File: config.mk
export PLATFORM = sky130hd
export DESIGN_NAME = bomb_pool
export DESIGN_NICKNAME = d
export VERILOG_FILES = /design/src/rtl/bomb_pool.sv
export SDC_FILE = /design/constraint.sdc
export NUM_CORES = 1
export LEC_CHECK = 0
export ABC_AREA = 0
export ABC_CLOCK_PERIOD_IN_PS = 4950
export CAP_MARGIN = 15
export CORE_ASPECT_RATIO = 0.7
export CORE_MARGIN = 3
export CORE_UTILIZATION = 60
export CTS_CLUSTER_SIZE = 16
export DETAILED_ROUTE_END_ITERATION = 7
export PLACE_DENSITY_LB_ADDON = 0.3
export SETUP_SLACK_MARGIN = 0.1
export SLEW_MARGIN = 20
export SYNTH_ARGS = -nofsm -noshare
export SYNTH_HDL_FRONTEND = slang
export SYNTH_SLANG_ARGS = --single-unit
File: constraint.sdc
create_clock -name frame_clk -period 4.95 [get_ports frame_clk]
set_input_delay 0.7425 -clock frame_clk [delete_from_list [all_inputs] [get_ports frame_clk]]
set_output_delay 0.7425 -clock frame_clk [all_outputs]
set_load 0.005 [all_outputs]
File: src/rtl/bomb_pool.sv
// Pool of NUM_BOMBS independent bomb slots: placement, fuse countdown, size pulsing,
// blast timing and cross-shaped chain reactions between slots, all at frame rate.
//
//   state   | meaning
//   --------+---------------------------------------------------------------
//   S_IDLE  | slot free, parked off-screen, size 0
//   S_ARMED | fuse counting down, size pulsing 4<->6
//   S_BLAST | exploding for BLAST_FRAMES, size 16, ignores detonate
module bomb_pool #(
  parameter int unsigned NUM_BOMBS    = 4,
  parameter int unsigned FUSE_FRAMES  = 120,
  parameter int unsigned BLAST_FRAMES = 30,
  parameter int unsigned PULSE_FRAMES = 8,
  parameter logic [9:0]  BLAST_RADIUS = 10'd64
) (
  input  logic                      Reset,
  input  logic                      frame_clk,
  input  logic                      place,
  input  logic [9:0]                userX,
  input  logic [9:0]                userY,
  input  logic [NUM_BOMBS-1:0]      detonate,
  output logic [NUM_BOMBS-1:0]      bomb_active,
  output logic [NUM_BOMBS-1:0]      bomb_blast,
  output logic [10*NUM_BOMBS-1:0]   bombX,
  output logic [10*NUM_BOMBS-1:0]   bombY,
  output logic [10*NUM_BOMBS-1:0]   bombS,
  output logic                      place_ack,
  output logic                      pool_full
);

  localparam logic [1:0] S_IDLE  = 2'd0;
  localparam logic [1:0] S_ARMED = 2'd1;
  localparam logic [1:0] S_BLAST = 2'd2;

  localparam int unsigned MAX_FRAMES = (FUSE_FRAMES > BLAST_FRAMES) ? FUSE_FRAMES : BLAST_FRAMES;
  localparam int unsigned CW = $clog2(MAX_FRAMES + 1);
  localparam int unsigned PW = $clog2(PULSE_FRAMES + 1);

  localparam logic [9:0] OFF_X = 10'd700;
  localparam logic [9:0] OFF_Y = 10'd500;

  logic [1:0]           state_q [NUM_BOMBS];
  logic [1:0]           state_d [NUM_BOMBS];
  logic [CW-1:0]        cnt_q   [NUM_BOMBS];
  logic [CW-1:0]        cnt_d   [NUM_BOMBS];
  logic [PW-1:0]        pulse_q [NUM_BOMBS];
  logic [PW-1:0]        pulse_d [NUM_BOMBS];
  logic [9:0]           x_q     [NUM_BOMBS];
  logic [9:0]           x_d     [NUM_BOMBS];
  logic [9:0]           y_q     [NUM_BOMBS];
  logic [9:0]           y_d     [NUM_BOMBS];
  logic [NUM_BOMBS-1:0] big_q, big_d;
  logic                 place_q;
  logic                 ack_q, ack_d;

  logic [NUM_BOMBS-1:0] sel, chain;
  logic                 full, dup, trigger, accept, found;

  function automatic logic [9:0] abs_diff(input logic [9:0] a, input logic [9:0] b);
    return (a > b) ? (a - b) : (b - a);
  endfunction

  // Everything here looks only at pre-edge state, so a slot finishing its blast
  // this edge still counts as busy and cannot be picked.
  always_comb begin
    full  = 1'b1;
    dup   = 1'b0;
    sel   = '0;
    found = 1'b0;
    for (int i = 0; i < NUM_BOMBS; i++) begin
      if (state_q[i] == S_IDLE) full = 1'b0;
      else if (x_q[i] == userX && y_q[i] == userY) dup = 1'b1;
    end
    trigger = place & ~place_q;
    accept  = trigger & ~full & ~dup;
    for (int i = 0; i < NUM_BOMBS; i++) begin
      if (!found && state_q[i] == S_IDLE) begin
        sel[i] = accept;
        found  = 1'b1;
      end
    end
    for (int j = 0; j < NUM_BOMBS; j++) begin
      chain[j] = 1'b0;
      for (int k = 0; k < NUM_BOMBS; k++) begin
        if (state_q[k] == S_BLAST &&
            ((x_q[j] == x_q[k] && abs_diff(y_q[j], y_q[k]) <= BLAST_RADIUS) ||
             (y_q[j] == y_q[k] && abs_diff(x_q[j], x_q[k]) <= BLAST_RADIUS)))
          chain[j] = 1'b1;
      end
    end
  end

  always_comb begin
    big_d = big_q;
    ack_d = accept;
    for (int i = 0; i < NUM_BOMBS; i++) begin
      state_d[i] = state_q[i];
      cnt_d[i]   = cnt_q[i];
      pulse_d[i] = pulse_q[i];
      x_d[i]     = x_q[i];
      y_d[i]     = y_q[i];
      case (state_q[i])
        S_IDLE: begin
          if (sel[i]) begin
            state_d[i] = S_ARMED;
            cnt_d[i]   = CW'(FUSE_FRAMES);
            pulse_d[i] = PW'(PULSE_FRAMES);
            big_d[i]   = 1'b0;
            x_d[i]     = userX;
            y_d[i]     = userY;
          end
        end
        S_ARMED: begin
          if (detonate[i] || chain[i] || cnt_q[i] == CW'(1)) begin
            state_d[i] = S_BLAST;
            cnt_d[i]   = CW'(BLAST_FRAMES);
          end else begin
            cnt_d[i] = cnt_q[i] - CW'(1);
            if (pulse_q[i] == PW'(1)) begin
              pulse_d[i] = PW'(PULSE_FRAMES);
              big_d[i]   = ~big_q[i];
            end else begin
              pulse_d[i] = pulse_q[i] - PW'(1);
            end
          end
        end
        S_BLAST: begin
          if (cnt_q[i] == CW'(1)) begin
            state_d[i] = S_IDLE;
            cnt_d[i]   = '0;
          end else begin
            cnt_d[i] = cnt_q[i] - CW'(1);
          end
        end
        default: state_d[i] = S_IDLE;
      endcase
    end
  end

  always_ff @(posedge frame_clk or posedge Reset) begin
    if (Reset) begin
      for (int i = 0; i < NUM_BOMBS; i++) begin
        state_q[i] <= S_IDLE;
        cnt_q[i]   <= '0;
        pulse_q[i] <= '0;
        x_q[i]     <= '0;
        y_q[i]     <= '0;
      end
      big_q   <= '0;
      place_q <= 1'b0;
      ack_q   <= 1'b0;
    end else begin
      for (int i = 0; i < NUM_BOMBS; i++) begin
        state_q[i] <= state_d[i];
        cnt_q[i]   <= cnt_d[i];
        pulse_q[i] <= pulse_d[i];
        x_q[i]     <= x_d[i];
        y_q[i]     <= y_d[i];
      end
      big_q   <= big_d;
      place_q <= place;
      ack_q   <= ack_d;
    end
  end

  always_comb begin
    bomb_active = '0;
    bomb_blast  = '0;
    bombX       = '0;
    bombY       = '0;
    bombS       = '0;
    for (int i = 0; i < NUM_BOMBS; i++) begin
      bomb_active[i] = (state_q[i] != S_IDLE);
      bomb_blast[i]  = (state_q[i] == S_BLAST);
      bombX[10*i +: 10] = (state_q[i] == S_IDLE) ? OFF_X : x_q[i];
      bombY[10*i +: 10] = (state_q[i] == S_IDLE) ? OFF_Y : y_q[i];
      case (state_q[i])
        S_ARMED: bombS[10*i +: 10] = big_q[i] ? 10'd6 : 10'd4;
        S_BLAST: bombS[10*i +: 10] = 10'd16;
        default: bombS[10*i +: 10] = 10'd0;
      endcase
    end
    place_ack = ack_q;
    pool_full = full;
  end

endmodule

# Word-level counts from Yosys, hierarchy flattened
# Index checks and enable logic that the tools add are counted.
# op_classes
n_addsub	40
order_cmp	56
n_eq_ne	68
muxes	139
bitwise_logic	10
reduce_logical	110
# op_table
cell	n
10-bit == test	32
10-bit by 7-bit less-or-equal comparator with 1-bit output, second input constant	32
10-bit 2-to-1 mux	32
10-bit subtractor	32
10-bit greater-than comparator	24
7-bit 2-to-1 mux	12
7-bit one-hot mux with 3 select lines	4
4-bit 2-to-1 mux	12
1-bit logical AND	47
1-bit 2-to-1 mux	47
5-bit one-hot mux with 2 select lines	4
2-bit 2-to-1 mux	16
2-bit != test, second input constant	16
4-bit one-hot mux with 2 select lines	4
7-bit by 1-bit == test with 1-bit output, second input constant	4
7-bit by 1-bit subtractor with 7-bit output, second input constant	4
1-bit logical OR	24
2-bit one-hot mux with 3 select lines	4
3-bit AND reduction	8
4-bit by 1-bit == test with 1-bit output, second input constant	4
2-bit AND reduction	8
4-bit AND reduction	4
2-bit nonzero test	8
4-bit by 1-bit subtractor with 4-bit output, second input constant	4
9 further kinds	37
# totals
regBits	138
output_inout_bits	130
word_cells	449

# Depth between registers and ports, before layout
# depth
ltp_word	15
ltp_mapped	15
mapped_depth_nobuf	13

# Worst setup path before layout
# No wires, ideal clock.
# synth_path
kind	reg-to-reg
startpoint	register y_q[3] (netlist bit)
endpoint	register state_q[0] (netlist bit)
setup_time_ps	141
arrival_ps	3328
t_required_ps	4809
setup_slack_ps	1482
path_stages_with_launch	15
path_buffers	1
period_less_slack_ps	3468
path_cell_list	dfrtp_1 inv_1 ha_1 and2_4 or3_4 o221a_4 o22a_1 or4_1 a311oi_2 a32oi_1 and3_4 and2_1 buf_6 a211oi_2 o32ai_1
# synth_via
elab_chain_len	14
elab_cells_between_ends	50
classes_between	7 x add/sub; 7 x order compare; 6 x eq/ne; 10 x mux; 2 x bitwise; 18 x reduce/logical
# synth_rtl
element	line_no	source
start: declaration	50	logic [9:0] y_q [NUM_BOMBS];
start signal: indexed assignment	158	y_q[i] <= y_d[i];
10-bit subtractor / 10-bit greater-than comparator (equally long branches)	60	return (a > b) ? (a - b) : (b - a);
10-bit 2-to-1 mux	60	
10-bit by 7-bit less-or-equal comparator with 1-bit output	86	((x_q[j] == x_q[k] && abs_diff(y_q[j], y_q[k]) <= BLAST_RADIUS) ||
1-bit logical AND	86	
1-bit logical OR	86	
1-bit logical AND	85	if (state_q[k] == S_BLAST &&
1-bit 2-to-1 mux (4 in a row)	85	
1-bit logical OR (2 in a row)	114	if (detonate[i] || chain[i] || cnt_q[i] == CW'(1)) begin
2-bit != test (no line)	-	
3-bit AND reduction (no line) (*)	-	
end signal: indexed assignment	154	state_q[i] <= state_d[i];
end: declaration	42	logic [1:0] state_q [NUM_BOMBS];
# Every way passes the cells marked *; elsewhere a longest branch is shown, timed or not.
# A chain may end at the register's enable or synchronous reset.

# Final worst setup path
# layout_path
startpoint	register y_q[3] (netlist bit)
endpoint	register pulse_q[4] (netlist bit)
# layout_via
elab_chain_len	11
elab_cells_between_ends	23
classes_between	2 x add/sub; 2 x order compare; 4 x eq/ne; 5 x mux; 2 x bitwise; 8 x reduce/logical
# layout_rtl
element	line_no	source
10-bit subtractor / 10-bit greater-than comparator (equally long branches)	60	
10-bit 2-to-1 mux	60	
10-bit by 7-bit less-or-equal comparator with 1-bit output	86	
1-bit logical AND	86	
1-bit logical OR	86	
1-bit logical AND	85	
1-bit 2-to-1 mux	85	
1-bit logical OR (2 in a row)	114	
2-bit != test (no line)	-	
3-bit AND reduction (no line) (*)	-	
end signal: indexed assignment	156	pulse_q[i] <= pulse_d[i];
end: declaration	46	logic [PW-1:0] pulse_q [NUM_BOMBS];
# Marked as above.

==> summary.txt <==
maximum fanout along the worst path -> 14
Final period util -> 94.5%
Synth Area in Simple Gates -> 22.6%
worst-margin pin slew -> 932 ps
CTS buffer count -> 17
post-synthesis xor/xnor area fraction -> 7.10%
core area -> 0.0325 sq mm
CTS H-tree lvls -> 4
CTS Hold Buffers Added -> 0
Clk Latency, worst-skew pair -> 450 ps
Total GRT Usage -> 41.4%
Fill cells -> 2740
Post-synth ARST share -> 100%
Clk Tree Root Cell -> clkbuf_16
setup tns final -> 0 ps
Synth Area per Inst -> 7.82 sq um
post-route ant nets -> 0
die height -> 158 um
Max-Slew Margin vs Limit -> 37.9%
Slew Viols, Final -> 0
mux cell area share after synthesis -> 5.46%
post-layout instance count excluding filler cells -> 3041
number of DRC markers in iteration 0 -> 2790
post-CTS resize count -> 0
Clock Skew -> 12.4 ps
gr ovfl total -> 0
Routed WL per cell -> 25.0 um
critical path capture point type -> flop
Yosys reg bits -> 138
largest net degree at the start of global routing -> 91
clk slew on worst S/H paths -> 70 ps
Longest Clk Path Bufs -> 2
adder-cell share of the synthesized area -> 17.1%
status -> finished, final reports clean
first-pass GRT wire length -> 113000 um
main combinational cell family by area after synthesis -> compound AO/OA/AOI/OAI gates
Hold Path Sink -> big_q[0]
Mapped Cells -> 2542
DIE AREA -> 0.0354 sq mm
complex-gate fraction of the synthesized area -> 23.1%
leading cell type in the layout, fill and taps excluded -> ha_1
routed vias/inst -> 6.86
IO Pins -> 157
Leak -> 0.00979 uW
Yosys cell types -> 104
R2R depth -> 13
IO Port Bufs -> 128
internal reg-to-reg setup slack -> 270 ps
worst vdd ir -> 0.367 mV
Final Hold Fails -> 0
kind of critical path -> flop to flop
Starting Density -> 61.2%
most frequent cells in the layout -> ha_1 (272), nand2_1 (214), a21oi_1 (174), nor2_1 (168), inv_1 (163)
vias post-DR -> 20871
# setup viols final -> 0
worst r2r dst -> pulse_q[4]
vias in the first global route -> 18917
max_cap viols -> 0
fmax -> 214 MHz
Multi-input gate area -> 0.0151 sq mm
Power Density -> 783 mW/mm^2
Hold Crit Depth -> 1
CP arrival -> 5060 ps
ys flop type -> dfrtp_1
Worst EP required -> 5330 ps
Pre-Repair DR Iteration Count -> 6
number of buffers added for setup after CTS -> 0
EDFF count, synth -> 0
drt total wl -> 76000 um
Sink Count -> 138
hold path start -> big_q[0]
synth-to-layout area growth -> 10.3%
proportion of layout cells with a drive suffix above 1 -> 7.62%
Routability Congestion -> 1.07
Cells after DPL -> 3005
worst hold-check path type -> flop to flop
Die X -> 224 um
Row Count -> 55
# nets final -> 2896
hpwl dp -> 60200 um
initial antenna violation count -> 6
DRC violations left -> 0
post-synthesis sequential area ratio -> 17.4%
TritonCTS clock tree -> yes
Reg area -> 0.00345 sq mm
cell area after synthesis -> 0.0199 sq mm
synth warn -> 0
Setup crit start kind -> flop
min Tclk post-route -> 4680 ps
r2r startpoint -> y_q[3]
unrepaired setup endpoints after global routing -> false
[logic make-up (layout without fill, tap and decap cells)]
logic type,after synthesis,in the layout
and+or+nand+nor,863,863
AOI/OAI and AO/OA,683,683
buffers and inverters,326,367
adders and majority gates,272,272
xor gates and xnor gates,161,161
DFF,138,138
muxes,98,98
other,1,32
[critical path, cell delays in order (launching register included)]
cell       delay [ps]
dfrtp_1           490
inv_1             160
ha_1              510
and4_1            310
o21a_1            140
or3b_1            360
a222oi_1          410
a211oi_1          110
o2111ai_1         290
o211ai_1          310
nor4_2            480
nand2_1           410
o41ai_1           460
a311o_1           180
[worst max-delay path by stage]
| stage | slack, ps | start | to | cells after the start |
|---|---|---|---|---|
| floorplan | 510 | Reset | big_q[0] | 1 |
| global placement | 430 | x_q[18] | pulse_q[4] | 12 |
| detailed placement | 360 | x_q[18] | pulse_q[4] | 12 |
| CTS | 300 | x_q[18] | pulse_q[4] | 12 |
| global route | 190 | y_q[3] | pulse_q[4] | 13 |
| finish | 270 | y_q[3] | pulse_q[4] | 13 |
[metrics by stage]
stage                     cell area (sq um)  hold slack (ps)  setup WS (ps)  total power, uW  util, %
final                                 21900              503            272            17200     67.5
after detailed placement              21300              490            362            15200     65.6
after CTS                             21900              507            302            16500     67.4
after global routing                  21900              530            188            18200     67.5
after global placement                21300              477            427            14900     65.6
after floorplan                       20000              466            511            11100        -
[flip-flops by register name, indices dropped and copies added, names as in the netlist]
signal / flops
big_q: 4
cnt_q: 28
place_ack: 1
place_q: 1
pulse_q: 16
state_q: 8
x_q: 40
y_q: 40
[routing by layer]
metal / GRT usage, % / wire (um)
met5: 0 / 8
met4: 16.3 / 2970
met3: 13.4 / 10800
met2: 60.9 / 31100
met1: 56.7 / 31100
[power breakdown]
part / switching, uW / total (uW) / internal, uW
clock network: 601 / 1310 / 714
registers: 922 / 2440 / 1520
logic: 8200 / 13400 / 5200
[synthesized netlist by cell type, types with 9 or more instances]
cell type	count	share of area [%]
xnor2_1	57	2.5
nor2_1	168	3.2
a21oi_1	174	4.4
or2_2	12	0.38
nor4_1	45	1.4
ha_1	272	17
and4_1	12	0.53
nor2b_1	42	1.3
nand3_1	60	1.5
a211o_1	11	0.48
a21o_1	49	1.9
o21ai_1	24	0.60
a21boi_0	14	0.53
or4_1	15	0.57
nand2b_1	31	0.98
or3_1	31	0.98
nor3_1	74	1.9
a211oi_1	20	0.76
o21a_1	31	1.2
buf_4	37	1.4
xor2_1	104	4.6
nor3b_1	10	0.38
and2_1	24	0.76
nand2_1	214	4.0
mux2i_1	15	0.76
clkbuf_1	78	1.5
nand4_1	42	1.3
o31ai_1	20	0.76
o22ai_1	9	0.28
buf_2	40	1.0
nand3b_1	18	0.68
inv_1	164	3.1
o211ai_1	29	1.1
o31a_1	10	0.44
o21ai_0	109	2.7
and3_1	23	0.72
a31oi_1	39	1.2
o2111ai_1	10	0.44
mux2_2	83	4.7
o21bai_1	14	0.53
dfrtp_1	138	17
[area by class of cell]
type                            count  area share [%]
Tap cell                          427            2.44
Inverter                          167            2.88
Clock inverter                     14           0.611
Timing Repair Buffer              168            7.27
Sequential cell                   138            15.8
Clock buffer                       18            2.00
Multi-Input combinational cell   2105            69.0
Antenna cell                        4          0.0457
No activity file was read; power rests on OpenSTA's default activity.
